$ cat src/rtl/free_memory.sv
// free_memory: releases a BLOCK_WORDS-word record back to the free pool.
// A request gives the record base address. The block checks that the address
// is aligned and nonzero, reads the header and checks the allocated flag
// (bit DATA_W-1). When SCRUB=1 it then zeroes body words 1..BLOCK_WORDS-1.
// The header is cleared last, so an interrupted free leaves the record allocated.
//
// Ports:
//   clock, resetn      system clock; asynchronous active-low reset
//   free_req           request, sampled only while idle
//   free_addr          record base address, latched on accept
//   busy               high whenever not idle
//   done               one-cycle completion pulse
//   err                0 ok, 1 misaligned, 2 address 0, 3 not allocated
//   free_count         successful frees, wraps at 2^16
//   ram_address        RAM word address (registered)
//   ram_data           RAM write data, always zero
//   ram_wren           RAM write enable (registered), only in SCRUB/HDR
//   ram_q              RAM read data
module free_memory #(
    parameter int ADDR_W      = 10,
    parameter int DATA_W      = 32,
    parameter int BLOCK_WORDS = 32,  // power of two, >= 2
    parameter int RD_LAT      = 2,   // 1..7
    parameter int SCRUB       = 1
) (
    input  logic              clock,
    input  logic              resetn,
    input  logic              free_req,
    input  logic [ADDR_W-1:0] free_addr,
    output logic              busy,
    output logic              done,
    output logic [1:0]        err,
    output logic [15:0]       free_count,
    output logic [ADDR_W-1:0] ram_address,
    output logic [DATA_W-1:0] ram_data,
    output logic              ram_wren,
    input  logic [DATA_W-1:0] ram_q
);

    localparam int OFF_W = $clog2(BLOCK_WORDS);
    localparam logic [OFF_W-1:0] OFF_LAST = OFF_W'(BLOCK_WORDS - 1);

    typedef enum logic [2:0] {
        S_IDLE, S_READ, S_WAIT, S_CHECK, S_SCRUB, S_HDR, S_DONE
    } state_t;

    state_t            state_q, state_d;
    logic [ADDR_W-1:0] base_q, base_d;
    logic [OFF_W-1:0]  off_q, off_d;
    logic [2:0]        wait_q, wait_d;
    logic [1:0]        err_q, err_d;
    logic              done_q, done_d;
    logic [15:0]       cnt_q, cnt_d;
    logic [ADDR_W-1:0] addr_q, addr_d;
    logic              wren_q, wren_d;

    // Only the allocated flag of the header is examined.
    logic unused_q_bits;
    assign unused_q_bits = ^ram_q[DATA_W-2:0];

    always_comb begin
        state_d = state_q;
        base_d  = base_q;
        off_d   = off_q;
        wait_d  = wait_q;
        err_d   = err_q;
        cnt_d   = cnt_q;
        done_d  = 1'b0;
        addr_d  = '0;
        wren_d  = 1'b0;

        case (state_q)
            S_IDLE: begin
                if (free_req) begin
                    base_d = free_addr;
                    if (free_addr[OFF_W-1:0] != '0) begin
                        err_d   = 2'd1;
                        state_d = S_DONE;
                    end else if (free_addr == '0) begin
                        err_d   = 2'd2;
                        state_d = S_DONE;
                    end else begin
                        err_d   = 2'd0;
                        state_d = S_READ;
                    end
                end
            end
            S_READ: begin
                wait_d  = 3'(RD_LAT);
                state_d = S_WAIT;
            end
            // The address is a register, so it reaches the RAM one cycle
            // after it is computed. WAIT runs RD_LAT cycles, and CHECK then
            // sees the header word while the address is still held at base.
            S_WAIT: begin
                if (wait_q == 3'd1) state_d = S_CHECK;
                else                wait_d  = wait_q - 3'd1;
            end
            S_CHECK: begin
                if (!ram_q[DATA_W-1]) begin
                    err_d   = 2'd3;
                    state_d = S_DONE;
                end else if (SCRUB != 0) begin
                    off_d   = OFF_W'(1);
                    state_d = S_SCRUB;
                end else begin
                    state_d = S_HDR;
                end
            end
            S_SCRUB: begin
                off_d = off_q + OFF_W'(1);
                if (off_q == OFF_LAST) state_d = S_HDR;
            end
            S_HDR: begin
                cnt_d   = cnt_q + 16'd1;
                state_d = S_DONE;
            end
            S_DONE:  state_d = S_IDLE;
            default: state_d = S_IDLE;
        endcase

        // RAM controls and done are registered from the next state, so each
        // one is asserted in the same cycle as the state it belongs to.
        case (state_d)
            S_READ, S_WAIT, S_CHECK: addr_d = base_d;
            S_SCRUB: begin
                // Alignment guarantees the OR cannot carry out of the record.
                addr_d = base_d | {{(ADDR_W-OFF_W){1'b0}}, off_d};
                wren_d = 1'b1;
            end
            S_HDR: begin
                addr_d = base_d;
                wren_d = 1'b1;
            end
            S_DONE:  done_d = 1'b1;
            default: ;
        endcase
    end

    always_ff @(posedge clock or negedge resetn) begin
        if (!resetn) begin
            state_q <= S_IDLE;
            base_q  <= '0;
            off_q   <= '0;
            wait_q  <= '0;
            err_q   <= '0;
            done_q  <= 1'b0;
            cnt_q   <= '0;
            addr_q  <= '0;
            wren_q  <= 1'b0;
        end else begin
            state_q <= state_d;
            base_q  <= base_d;
            off_q   <= off_d;
            wait_q  <= wait_d;
            err_q   <= err_d;
            done_q  <= done_d;
            cnt_q   <= cnt_d;
            addr_q  <= addr_d;
            wren_q  <= wren_d;
        end
    end

    assign busy        = (state_q != S_IDLE);
    assign done        = done_q;
    assign err         = err_q;
    assign free_count  = cnt_q;
    assign ram_address = addr_q;
    assign ram_data    = '0;
    assign ram_wren    = wren_q;

endmodule

$ cat config.mk
export PLATFORM = sky130hd
export DESIGN_NAME = free_memory
export DESIGN_NICKNAME = d
export VERILOG_FILES = /design/src/rtl/free_memory.sv
export SDC_FILE = /design/constraint.sdc
export NUM_CORES = 1
export LEC_CHECK = 0
export CORE_UTILIZATION = 40
export DETAILED_ROUTE_END_ITERATION = 8
export GPL_TIMING_DRIVEN = 0
export PLACE_DENSITY = 0.84
export SYNTH_ARGS = -nofsm -noshare
export SYNTH_HDL_FRONTEND = slang
export SYNTH_SLANG_ARGS = --single-unit
$ cat constraint.sdc
create_clock -name clock -period 5 [get_ports clock]
set_input_delay 1 -clock clock [delete_from_list [all_inputs] [get_ports clock]]
set_output_delay 1 -clock clock [all_outputs]
set_load 0.01 [all_outputs]
Word level (Yosys, flattened, before mapping)
Index checks and enable logic that the tools add are counted.
{ "totals": {"in_bits": 45, "ram_bits": 0, "elab_cells": 60, "reg_bits": 51, "mem_bits_ro": 0, "memories": 0, "output_inout_bits": 63, "latch_bits": 0} }
{ "op_classes": {"order_cmp": 0, "n_addsub": 3, "n_bitwise": 1, "reduce_logical": 10, "mul": 0, "eq_ne": 16, "shift": 0, "div": 0, "n_mux": 21} }
{ "ops": {"columns": ["op", "count"], "rows": [
  ["$mux 10", 2],
  ["$pmux 10 s2", 1],
  ["$mux 3", 6],
  ["$pmux 3 s6", 1],
  ["$add 16x1->16 const B", 1],
  ["$eq 3x3->1 const B", 5],
  ["$eq 3x2->1 const B", 4],
  ["$logic_not 10->1", 1],
  ["$mux 2", 5],
  ["$or 10x5->10", 1],
  ["$pmux 5 s2", 1],
  ["$eq 3x1->1 const B", 3],
  ["$ne 2x2->1 const B", 3],
  ["$pmux 3 s2", 1],
  ["$add 5x1->5 const B", 1],
  ["$eq 5x5->1 const B", 1],
  ["$mux 5", 1],
  ["$reduce_bool 5->1", 1],
  ["$pmux 2 s2", 1],
  ["$reduce_bool 2->1", 2],
  ["$reduce_or 4->1", 1],
  ["$logic_not 3->1", 1],
  ["$reduce_and 3->1", 1],
  ["$reduce_bool 3->1", 1],
  ["4 further kinds", 5]
]} }

Depth between registers and ports, before layout
Gate-level depths: netlist of the first run.
{ "depth": {"word_depth": 8, "mapped_depth": 8, "mapped_depth_nobuf": 8} }

Worst setup path after synthesis of the first run
Ideal clock, no wire load.
{ "synth_timing": {"kind": "input to register", "startpoint": "in free_addr[1]", "endpoint": "reg addr_q[0] (netlist: ram_address[0])", "path_stages": 4, "path_buffers": 0, "setup_ps": 76, "slack_ps": 2780, "t_arrival_ps": 2143, "required_ps": 4924, "path_cell_list": "or4_4 > o31ai_4 > nand3_1 > o21ai_1"} }
{ "synth_via": {"elab_chain_cells": 8, "word_cells_on_any_way": 13, "classes_between": "5 x eq/ne; 5 x mux; 3 x reduce/logical"} }
{ "synth_rtl": {"columns": ["item", "line", "rtl"], "rows": [
  ["from (decl)", "29", "input logic [ADDR_W-1:0] free_addr,"],
  ["$logic_not 10->1", "79", "end else if (free_addr == '0) begin"],
  ["$mux 3", "79", null],
  ["$mux 3 *", "76", "if (free_addr[OFF_W-1:0] != '0) begin"],
  ["$mux 3 *", "74", "if (free_req) begin"],
  ["$pmux 3 s6 *", "72", "case (state_q)"],
  ["$eq 3x3->1, or another cell as far along", "124", "case (state_d)"],
  ["$reduce_or 4->1 (no source line)", null, null],
  ["$pmux 10 s2 *", "124", null],
  ["via addr_d[0]", "54", "logic [ADDR_W-1:0] addr_q, addr_d;"],
  ["to (signal assigned)", "159", "addr_q <= addr_d;"],
  ["to (decl)", "54", null]
]} }
Mark *: on every way through the listed nets, which the timed path passes. The rest lies on a longest branch.
A chain may end at the register's enable or synchronous reset.

Worst setup path after layout of the first run
{ "layout_timing": {"startpoint": "reg state_q[0]", "endpoint": "out busy"} }
{ "layout_via": {"elab_chain_cells": 1} }
{ "layout_rtl": {"columns": ["item", "line", "rtl"], "rows": [
  ["from (decl)", "47", "state_t state_q, state_d;"],
  ["from (signal assigned)", "152", "state_q <= state_d;"],
  ["$reduce_bool 3->1", "164", "assign busy = (state_q != S_IDLE);"],
  ["to (decl)", "30", "output logic busy,"]
]} }
Every way passes these cells.

==> results of run 1 <==
## Yosys cell counts (2+ instances only)
| cell | number | share of area [%] |
|---|---|---|
| a21oi_1 | 9 | 1.7 |
| a22oi_1 | 2 | 0.58 |
| and3_1 | 3 | 0.73 |
| and4_1 | 3 | 1.0 |
| buf_4 | 33 | 9.6 |
| buf_6 | 2 | 0.87 |
| dfrtp_1 | 51 | 50 |
| ha_1 | 5 | 2.4 |
| inv_1 | 7 | 1.0 |
| mux2_2 | 10 | 4.4 |
| nand2_1 | 12 | 1.7 |
| nand3_1 | 12 | 2.3 |
| nand4_1 | 2 | 0.49 |
| nor2_1 | 15 | 2.2 |
| nor2b_1 | 8 | 1.9 |
| nor3_1 | 3 | 0.58 |
| o21ai_0 | 9 | 1.7 |
| o21ai_1 | 2 | 0.39 |
| o22ai_1 | 3 | 0.73 |
| xnor2_1 | 11 | 3.7 |
| xor2_1 | 4 | 1.4 |
## metal layers
metal | vias to the layer above | wire length [microns]
li1 | 919 | -
met1 | 904 | 2180
met2 | 68 | 2490
met3 | 9 | 313
met4 | 0 | 68
met5 | - | 0
## where the power goes
group | leakage (nW) | internal (mW) | switching [mW]
sequential | 0.654 | 0.549 | 0.0780
clock | 0.0581 | 0.149 | 0.134
combinational | 0.867 | 0.347 | 0.369
total | 1.58 | 1.04 | 0.581
## cells by family (layout without fill, tap and decap cells)
| family | count (synthesis) | count (layout) | synth area share [%] |
|---|---|---|---|
| multiplexers | 11 | 11 | 4.76 |
| AO/OA/AOI/OAI | 38 | 38 | 10.6 |
| buffers and inverters | 45 | 98 | 12.1 |
| XOR/XNOR | 15 | 15 | 5.10 |
| flip-flops | 51 | 51 | 49.6 |
| AND/OR/NAND/NOR | 69 | 69 | 15.3 |
| adder cells (fa/ha/maj) | 5 | 5 | 2.43 |
| other | 1 | 32 | 0.146 |
## cell type report
| type | instances | area (sq um) |
|---|---|---|
| clock buffers | 5 | 68.8 |
| fillers | 515 | 2710 |
| multi-input cells | 170 | 1100 |
| clock inverters | 3 | 43.8 |
| flip-flops and latches | 51 | 1280 |
| repair buffers | 45 | 455 |
| plain buffers | 38 | 284 |
| well taps | 75 | 93.8 |
| inverters | 7 | 26.3 |
## registers in the layout, indices dropped and copies added, names as in the netlist
register,cells
wait_q,3
done,1
off_q,5
base_q,10
err,2
free_count,16
ram_address,10
ram_wren,1
state_q,3
## stage by stage
step	utilization, %	total power [mW]	setup WS [ps]	cells
floorplan	-	1.10	2780	266
global placement	53.2	1.31	1510	385
detailed placement	53.5	1.34	2150	386
CTS	55.3	1.64	2310	394
global route	55.3	1.74	2270	394
finish	55.3	1.63	2320	394
## worst reg2reg max path, stage by stage (launching register included)
cell and delay, ps:
dfrtp_1 440, ha_1 250, and3_1 200, ha_1 210, and3b_1 170, o21ai_0 240, nand3b_1 210, o211ai_4 340
nor2_1 100
## final timing paths
kind	startpoint	endpoint	slack, ps	cells after the start
worst max-delay path	state_q[0]	busy	2320	3
worst min-delay path	free_count[15]	free_count[15]	480	1
worst max register to register	off_q[0]	ram_address[2]	2740	8
worst min register to register	free_count[15]	free_count[15]	480	1
max in group asynchronous	resetn	base_q[7]	3920	2
min in group asynchronous	resetn	free_count[7]	570	1
==> run metrics, run 1 <==
row count=28; fin nets=368; synthesized cell area=~2600 sq um; clk slew on worst S/H paths=approximately 80 ps; commonest non-fill, non-tap cells in the layout=51 x dfrtp_1, 43 x clkdlybuf4s50_1, 33 x buf_4; PortBufs=44; post-CTS sizing=0; most common cell after layout, fill and taps aside=dfrtp_1; post-CTS setup buffers=0; initial core utilization=about 42%; max-slew violations=0; vias in the first global route=1782; Critical Path RT=roughly 4000 ps; gpl congestion=0.788; WP buf/inv=2; worst hold slack=478 ps; clock buffer depth=2; pwr dens=485 nW/um^2; Worst-Skew Late Latency=about 300 ps; Primary FF master, synth=dfrtp_1; syn_area_per_cell=11.0 sq um; full die area=6760 sq um; endpoints failing setup=0; chip height=slightly above 80 microns; die width=82.2 microns; DRT iter0 DRCs=around 130; Lkg Pwr=1.58 nW; ANT cells=0; FF+latch count, synth=51; Avg Vias per Cell=slightly below 5; Most Crowded Layer GR=met2; Arr. time, crit path=1680 ps; Yosys cell types=50; root buf cell=clkbuf_8; TritonCTS Buffers=5; maxcap violations=0; met1 usage=20.9%; met2 Usage GRT=26.6%; clk_skew=between 7 and 8 ps; Area after DPL=3240 sq um; DRC=0; Worst setup EP type=primary output; Final period util=53.5%; TNS Setup=0 ps; Top Family by Delay on Critical Path=buffers and inverters; CTS Sinks=51; Mapped Cells=around 240; Max stage delay cell, worst path=clkdlybuf4s50_1; first-pass GRT wire length=8290 microns; crit-path cells=buf_6 -> or3_4 -> clkdlybuf4s50_1; Final Hold Viols=0; peak supply drop=roughly 380 uV; Setup Crit Path Kind=reg2out; H-tree Lvls=2; final instance area=~3400 sq um; core area=6060 sq um; initial antenna violation count=0; status=finished, final reports clean; crit-path max FO=9; critical path's largest stage delay=500 ps; met3 Use GR=between 3 and 4%; critical path startpoint category=flop; synth-to-layout area growth=30.2%; Hold Path Class=reg2reg; share of layout cells above drive strength 1=approximately 20%; # hold bufs at CTS=0; final wirelength=~5000 microns; Seq/Total Area, Yosys=around 50%; FFs w/ async S/R, synth=between 90% and 100%; FMAX=approximately 370 MHz; number of synthesized flops with an enable pin=0; largest net degree at the start of global routing=40; Tot GR Track Use=16.2%; antenna viol nets, final=0; Overflow after GRT=0; DRT Pass-1 Iters=4; CTS tree=yes; number of I/O pins=approximately 110; RSZ-0062 raised after global routing=no; Synth Warn #=0; fin crit period=around 2700 ps; DP HPWL=approximately 3700 microns; per-cell routed wire length=12.8 microns; routed vias=1900
Power figures use the tool's default switching activity.
==> run 2: changes to the inputs <==
- clock period: 5 -> 2.5 ns (I/O delays scaled with it)
==> results of run 2 <==
The final DEF is identical to that of run 1. Status: finished, final reports clean.
Among the figures that moved: setup slack after placement 2150 ps -> 154 ps; clock-pin slew on the worst setup and hold paths 80 ps -> 90 ps; setup slack after layout 2320 ps -> 239 ps; hold slack 478 ps -> 73.5 ps; start point of the critical path state_q[0] -> off_q[0]; end point of the critical path busy -> ram_address[2]; register-to-register setup slack 2740 ps -> 240 ps; total power 1.63 mW -> 3.25 mW; worst IR drop on VDD 382 uV -> 765 uV
==> run 3: changes to the inputs <==
- CAP_MARGIN: unset -> 5
==> results of run 3 <==
The final DEF is identical to that of run 1. Status: finished, final reports clean.
Among the figures that moved: setup slack after placement 2150 ps -> 154 ps; clock-pin slew on the worst setup and hold paths 80 ps -> 90 ps; setup slack after layout 2320 ps -> 239 ps; hold slack 478 ps -> 73.5 ps; start point of the critical path state_q[0] -> off_q[0]; end point of the critical path busy -> ram_address[2]; register-to-register setup slack 2740 ps -> 240 ps; total power 1.63 mW -> 3.25 mW; worst IR drop on VDD 382 uV -> 765 uV
